## config.mk

```make
export PLATFORM = sky130hd
export DESIGN_NAME = antirrebote_boton
export DESIGN_NICKNAME = d
export VERILOG_FILES = /design/src/rtl/antirrebote_boton.sv
export SDC_FILE = /design/constraint.sdc
export NUM_CORES = 1
export LEC_CHECK = 0
export BUFFER_PORTS_ARGS = -buffer_cell sky130_fd_sc_hd__buf_2
export CAP_MARGIN = 30
export CORE_MARGIN = 4
export CORE_UTILIZATION = 55
export CTS_CLUSTER_DIAMETER = 60
export DETAILED_ROUTE_END_ITERATION = 16
export MAX_ROUTING_LAYER = met4
export PLACE_DENSITY_LB_ADDON = 0.2
export SKIP_LAST_GASP = 1
export SYNTH_ARGS = -nofsm -noshare
export SYNTH_HDL_FRONTEND = slang
export SYNTH_SLANG_ARGS = --single-unit
```

## constraint.sdc

```tcl
create_clock -name clk -period 2.03 [get_ports clk]
set_input_delay 0.203 -clock clk [delete_from_list [all_inputs] [get_ports clk]]
set_output_delay 0.203 -clock clk [all_outputs]
set_load 0.05 [all_outputs]
```

## src/rtl/antirrebote_boton.sv

```systemverilog
// antirrebote_boton: debounces one raw push-button pin into a clean level plus press/release strobes
//
// Ports:
//   clk         in   system clock, all state updates on its rising edge
//   rst_n       in   synchronous reset, active-low
//   btn_in      in   raw asynchronous bouncing button pin, active-high
//   btn_level   out  debounced button state, 1 = pressed
//   btn_pulse   out  one-cycle strobe per accepted press (and per auto-repeat when enabled)
//   btn_release out  one-cycle strobe per accepted release
//
// Build option: define ANTIRREBOTE_AUTOREPEAT_EN to emit auto-repeat pulses while the
// button stays held (first after REPEAT_DELAY cycles, then every REPEAT_RATE cycles).
module antirrebote_boton #(
    parameter int unsigned DEBOUNCE_CYCLES = 1_000_000,
    parameter int unsigned CNT_W           = 20,
    parameter int unsigned REPEAT_DELAY    = 50_000_000,
    parameter int unsigned REPEAT_RATE     = 10_000_000,
    parameter int unsigned REP_W           = 26
) (
    input  logic clk,
    input  logic rst_n,
    input  logic btn_in,
    output logic btn_level,
    output logic btn_pulse,
    output logic btn_release
);

    typedef enum logic [1:0] {IDLE, PRESS_WAIT, PRESSED, RELEASE_WAIT} state_t;

    localparam logic [CNT_W-1:0] CNT_LAST = CNT_W'(DEBOUNCE_CYCLES - 1);

    state_t           state_q, state_d;
    logic             s1_q, s1_d, s2_q, s2_d;
    logic [CNT_W-1:0] cnt_q, cnt_d;
    logic             level_q, level_d;
    logic             pulse_q, pulse_d;
    logic             release_q, release_d;

`ifdef ANTIRREBOTE_AUTOREPEAT_EN
    localparam logic [REP_W-1:0] REP_DELAY_LAST = REP_W'(REPEAT_DELAY - 1);
    localparam logic [REP_W-1:0] REP_RATE_LAST  = REP_W'(REPEAT_RATE - 1);

    logic [REP_W-1:0] rep_q, rep_d;
    logic             first_q, first_d;
    logic             rep_hit;

    // The first repeat waits the long delay, later ones use the shorter rate.
    assign rep_hit = first_q ? (rep_q == REP_DELAY_LAST) : (rep_q == REP_RATE_LAST);
`else
    logic unused_cfg;
    assign unused_cfg = ^{REPEAT_DELAY, REPEAT_RATE, REP_W};
`endif

    always_comb begin
        s1_d      = btn_in;
        s2_d      = s1_q;
        state_d   = state_q;
        cnt_d     = cnt_q;
        level_d   = level_q;
        pulse_d   = 1'b0;
        release_d = 1'b0;
`ifdef ANTIRREBOTE_AUTOREPEAT_EN
        rep_d     = rep_q;
        first_d   = first_q;
`endif
        case (state_q)
            IDLE: begin
                state_d = s2_q ? PRESS_WAIT : IDLE;
                cnt_d   = s2_q ? CNT_W'(1) : '0;
            end
            PRESS_WAIT: begin
                if (!s2_q) begin
                    state_d = IDLE;
                    cnt_d   = '0;
                end else if (cnt_q == CNT_LAST) begin
                    state_d = PRESSED;
                    level_d = 1'b1;
                    pulse_d = 1'b1;
`ifdef ANTIRREBOTE_AUTOREPEAT_EN
                    rep_d   = '0;
                    first_d = 1'b1;
`endif
                end else begin
                    cnt_d = cnt_q + CNT_W'(1);
                end
            end
            PRESSED: begin
                if (!s2_q) begin
                    state_d = RELEASE_WAIT;
                    cnt_d   = CNT_W'(1);
                end
`ifdef ANTIRREBOTE_AUTOREPEAT_EN
                else if (rep_hit) begin
                    pulse_d = 1'b1;
                    rep_d   = '0;
                    first_d = 1'b0;
                end else begin
                    rep_d = rep_q + REP_W'(1);
                end
`endif
            end
            RELEASE_WAIT: begin
                // A bounce back to 1 returns to PRESSED silently; rep keeps its count.
                if (s2_q) begin
                    state_d = PRESSED;
                    cnt_d   = '0;
                end else if (cnt_q == CNT_LAST) begin
                    state_d   = IDLE;
                    level_d   = 1'b0;
                    release_d = 1'b1;
                end else begin
                    cnt_d = cnt_q + CNT_W'(1);
                end
            end
            default: state_d = IDLE;
        endcase
    end

    always_ff @(posedge clk) begin
        if (!rst_n) begin
            state_q   <= IDLE;
            s1_q      <= 1'b0;
            s2_q      <= 1'b0;
            cnt_q     <= '0;
            level_q   <= 1'b0;
            pulse_q   <= 1'b0;
            release_q <= 1'b0;
`ifdef ANTIRREBOTE_AUTOREPEAT_EN
            rep_q     <= '0;
            first_q   <= 1'b0;
`endif
        end else begin
            state_q   <= state_d;
            s1_q      <= s1_d;
            s2_q      <= s2_d;
            cnt_q     <= cnt_d;
            level_q   <= level_d;
            pulse_q   <= pulse_d;
            release_q <= release_d;
`ifdef ANTIRREBOTE_AUTOREPEAT_EN
            rep_q     <= rep_d;
            first_q   <= first_d;
`endif
        end
    end

    assign btn_level   = level_q;
    assign btn_pulse   = pulse_q;
    assign btn_release = release_q;

endmodule

```

==> flow_summary.toml, run 1 <==
[outcome]
status = "finished, final reports clean"

[critical_path]
worstSetupEndpointType = "flop"
r2r_setup_slack_ns = 0.14
timing.rr.end = "cnt_q[19]$_SDFFE_PN0P_"
reg2regPathDepth = 4
path_class = "reg2reg"
arrival_ns = 2.15
crit_fanout = 8
startpoint_type = "flop"
critPathRequiredTime_ns = 2.29

[worst_hold_path]
min-delay-start = "btn_in"
hold_end = "s1_q$_SDFF_PN0_"
min_delay_path_depth = 2
hp-class = "in2reg"

[synth]
synth_top_area_share = 0.329
synth-async-reset-ratio = 0
synth_cell_types = 53
synth_edf_count = 0
synthTopCellsByArea = "dfxtp_1 33%, nand3_1 5.5%, nand2_1 3.9%, nand4_1 3.8%, a21oi_1 2.7%"
ys_seq_area_frac = 0.329
synth_seq_cells = 27
syn_nets = 201
syn_inst = 197
yosys_warnings = 0
synth_area_leader_cell = "dfxtp_1"
synth-main-ff-cell = "dfxtp_1"
synth_area_um2 = 1640
avgSynthCellArea_um2 = 8.35

[sta]
finalCriticalPeriod_ns = 1.89
setup_viol = 0
finClkSkew_ns = 0.00257
hold_viol_final = 0
slew_headroom = 0.641
final-max-slew-violation-count = 0
worstMarginPinSlew_ns = 0.539
fmax_mhz = 529
rsz0062_at_grt = "no"
fin_setup_tns_ns = 0
period_share = 0.931

[power]
power_density_nw_per_um2 = 492
power_frac_seq = 0.662
p_comb_frac = 0.045
cell_internal_pwr_mw = 0.622
switching_power_mw = 0.196
p_leak_nw = 0.528
vdd_drop_max_mv = 0.313
clockPowerShare = 0.293
p_total_mw = 0.819
swShare = 0.240

[detailed_routing]
firstDrtPassIters = 5
wire_per_inst_um = 17.3
totalWireLength_mm = 3.95
ant_nets = 0
drtIter0Drc = 212
post-route-drc-count = 0
vias_per_cell = 6.93
vias = 1587

[finish]
layout.cells.most_common_list = "27 x dfxtp_1, 18 x nand3_1, 17 x nand2_1, 10 x nand4_1, 9 x a21oi_1"
drive_above_1_share = 0.121
n_antenna_cell = 0
stdcell_count = 229
final_common_cell = "dfxtp_1"
area_growth_pct = 1.22
n_fill_cell = 259
nets = 203

[clock_tree]
clock_latency_ns = 0.33
clkSinkCount = 27
cts_buffer_depth = 2
post-cts-setup-buffer-count = 0
cts_hold_buffers = 0
cts_buffers = 3
clk_pin_slew_ns = 0.15
postCtsResizedCells = 0
cts_tree = "yes"
root_buffer = "clkbuf_4"
cts_htree_levels = 1

[job]
drv_cap = 0

[placed_design]
gp_congestion = 0.878
dp_hpwl_mm = 2.83
io_buffers = 5
dp.cells = 225

[die]
die-area_um2 = 3930
coreArea_um2 = 2810
die_width_um = 62.7
pin_count = 6
std_cell_rows = 19
dieHeight_um = 62.7
start_util = 0.586

[global_route]
grt_usage = 0.219
grt_max_degree = 27
first_global_vias = 1490
grt_pass1_wl_mm = 6.98
antenna_found_initial = 0
overflow = 0
-- metrics by stage --
step                      area, µm²  setup WS (ns)   util  hold WS, ns
after floorplan                1640          0.251      -        0.330
after global placement         1630          0.282  0.583        0.413
after detailed placement       1630          0.192  0.583        0.420
after CTS                      1660          0.147  0.593       0.0554
after global routing           1660         0.0113  0.593       0.0592
final                          1660          0.140  0.593       0.0700
-- cells by family after synthesis --
logic type / Yosys count / synth area share
buf+inv: 21 / 0.0906
xor+xnor: 1 / 0.0167
flops: 27 / 0.329
fa+ha+maj: 1 / 0.00761
simple gates: 96 / 0.336
compound gates: 51 / 0.220
-- flip-flops by register name (all words and copies together), names as in the netlist, named ones only --
register / flops
state_q: 1
btn_pulse: 1
s1_q: 1
btn_release: 1
btn_level: 1
cnt_q: 20
s2_q: 1
-- power groups by stage --
stage	Combinational [mW]	Clock [mW]	Sequential (mW)
3_5_place_dp	0.0366	0	0.554
4_1_cts	0.0368	0.255	0.542
5_1_grt	0.0401	0.278	0.544
6_report	0.0367	0.240	0.542
3_3_place_gp	0.0354	0	0.553
2_1_floorplan	0.0289	0	0.556
-- how the worst max path moves through the flow --
| stage | cells past startpoint | from | to | slack, ns |
|---|---|---|---|---|
| global placement | 5 | cnt_q[0]$_SDFFE_PN0P_ | cnt_q[9]$_SDFFE_PN0P_ | 0.28 |
| CTS | 4 | flop | cnt_q[19]$_SDFFE_PN0P_ | 0.15 |
| detailed placement | 4 | flop | cnt_q[19]$_SDFFE_PN0P_ | 0.19 |
| global route | 4 | s2_q$_SDFF_PN0_ | cnt_q[3]$_SDFFE_PN0P_ | 0.01 |
| finish | 4 | flop | cnt_q[19]$_SDFFE_PN0P_ | 0.14 |
| floorplan | 6 | cnt_q[0]$_SDFFE_PN0P_ | cnt_q[9]$_SDFFE_PN0P_ | 0.25 |
-- routing by layer --
| layer | part of all wire | up-vias | global-route usage |
|---|---|---|---|
| met5 | 0 | - | - |
| met2 | 0.46 | 81 | 0.349 |
| met4 | 0.017 | 0 | 0.0606 |
| met1 | 0.44 | 731 | 0.280 |
| met3 | 0.080 | 9 | 0.0468 |
| li1 | - | 766 | - |
-- critical path: stages, from the launching register on --
cell,delay [ns]
dfxtp_1,0.58
xor2_4,0.27
nand2_2,0.17
or4_1,0.56
a211oi_1,0.23
-- Yosys cell counts (all sizes together) (4+ instances only) --
cell	number
nor3	4
nor2	5
a21oi	9
nor4	4
a31oi	5
and2	7
o21ai	6
buf	9
inv	6
nand2	18
nand4	10
clkbuf	6
and3	9
nand3	19
or4	6
o211ai	4
dfxtp	27
-- area by class of cell --
| type | count | area, µm² | area share |
|---|---|---|---|
| flip-flops and latches | 27 | 541 | 0.325 |
| well taps | 31 | 38.8 | 0.0233 |
| repair buffers | 12 | 77.6 | 0.0466 |
| multi-input cells | 149 | 955 | 0.574 |
| clock buffers | 3 | 22.5 | 0.0135 |
| inverters | 6 | 22.5 | 0.0135 |
| clock inverters | 1 | 7.51 | 0.00451 |
No activity file was read; power rests on OpenSTA's default activity.
==> inputs of run 2 (changes only) <==
Settings changed: REMOVE_ABC_BUFFERS set to 1.
==> flow_summary.toml, run 2 (synthesis gave the netlist of run 1 again) <==
[critical_path]
arrival_ns = 2.13
reg2regPathDepth = 4
worstSetupEndpointType = "flop"
path_class = "reg2reg"
crit_fanout = 9
critPathRequiredTime_ns = 2.29
startpoint_type = "flop"

[clock_tree]
clkSinkCount = 27
cts_tree = "yes"
root_buffer = "clkbuf_4"
cts_buffer_depth = 2
cts_hold_buffers = 0
clk_pin_slew_ns = 0.14
cts_buffers = 3
post-cts-setup-buffer-count = 0
clock_latency_ns = 0.33
cts_htree_levels = 1

[worst_hold_path]
hp-class = "in2reg"
min_delay_path_depth = 2

[global_route]
grt_max_degree = 26
antenna_found_initial = 0
grt_usage = 0.220
grt_pass1_wl_mm = 6.81
overflow = 0
first_global_vias = 1473

[die]
coreArea_um2 = 2810
std_cell_rows = 19
die_width_um = 62.7
dieHeight_um = 62.7
die-area_um2 = 3930
pin_count = 6
start_util = 0.586

[detailed_routing]
post-route-drc-count = 0
vias = 1576
drtIter0Drc = 145
top_layer = "met4"
vias_per_cell = 6.88
route.met3.wl_um = 266
wl_met2_mm = 1.84
wire_per_inst_um = 17.5
drt-met1-wl_mm = 1.81
ant_nets = 0
firstDrtPassIters = 4
totalWireLength_mm = 4.00

[finish]
layout.cells.most_common_list = "27 x dfxtp_1, 18 x nand3_1, 17 x nand2_1, 10 x nand4_1, 9 x a21oi_1"
drive_above_1_share = 0.126
largest_register = "cnt_q"
largest_reg_flops = 20
nets = 203
n_antenna_cell = 0
final_common_cell = "dfxtp_1"
area_growth_pct = 1.45

[sta]
fin_setup_tns_ns = 0
final-max-slew-violation-count = 0
slew_headroom = 0.693
period_share = 0.921
finalCriticalPeriod_ns = 1.87
worstMarginPinSlew_ns = 0.461
hold_viol_final = 0
finClkSkew_ns = 0.00380
rsz0062_at_grt = "no"
setup_viol = 0
fmax_mhz = 535
setup_slack_ns = 0.161

[placed_design]
dp_hpwl_mm = 2.91
gp_congestion = 0.893
io_buffers = 5
pre_cts_ws_ns = 0.183

[job]
drv_cap = 0

[outcome]
status = "finished, final reports clean"

[power]
vdd_drop_max_mv = 0.428
power_density_nw_per_um2 = 490
p_leak_nw = 0.533
[run 2: metal layers]
metal	vias up	global-route usage
li1	761	-
met2	74	0.350
met3	9	0.0504
met1	732	0.272
met5	-	-
met4	0	0.0799
[run 2: area by class of cell]
cell class	instances	area (µm²)
fill	275	1140
multi-input combinational	149	962
sequential	27	541
timing repair buffer	12	77.6
tap	31	38.8
clock buffer	4	26.3
inverter	6	22.5
[run 2: what timing repair did]
| action | CTS | global route |
|---|---|---|
| endpoints found under the hold margin | 0 | 0 |
| endpoints found under the setup margin | 0 | 2 |
| gates resized for setup | 0 | 2 |
[run 2: report_power, final]
part           internal [mW]  total, mW  switching (mW)
combinational         0.0116     0.0382          0.0267
sequential             0.535      0.542         0.00691
clock                 0.0772      0.237           0.160
[run 2: worst max-delay path, cell delays in order (launching register included)]
cell and delay, ns:
dfxtp_1 0.59, xor2_4 0.27, nand2_2 0.18, or4_1 0.54, a211oi_1 0.22
[run 2: stage by stage]
step / instances / instance area, µm² / util / hold WS (ns) / power, mW
2_1_floorplan: 182 / 1520 / - / 0.319 / 0.573
3_3_place_gp: 225 / 1630 / 0.583 / 0.413 / 0.589
3_5_place_dp: 225 / 1630 / 0.583 / 0.441 / 0.592
4_1_cts: 229 / 1660 / 0.592 / 0.0960 / 0.817
5_1_grt: 229 / 1670 / 0.595 / 0.0770 / 0.862
6_report: 229 / 1670 / 0.595 / 0.0867 / 0.817
[run 2: final timing paths]
path                                      start                      to  slack (ns)
worst min-delay path                     btn_in         s1_q$_SDFF_PN0_        0.09
worst min register to register  s1_q$_SDFF_PN0_         s2_q$_SDFF_PN0_        0.48
worst max register to register  s2_q$_SDFF_PN0_  cnt_q[19]$_SDFFE_PN0P_        0.16
worst max-delay path            s2_q$_SDFF_PN0_  cnt_q[19]$_SDFFE_PN0P_        0.16
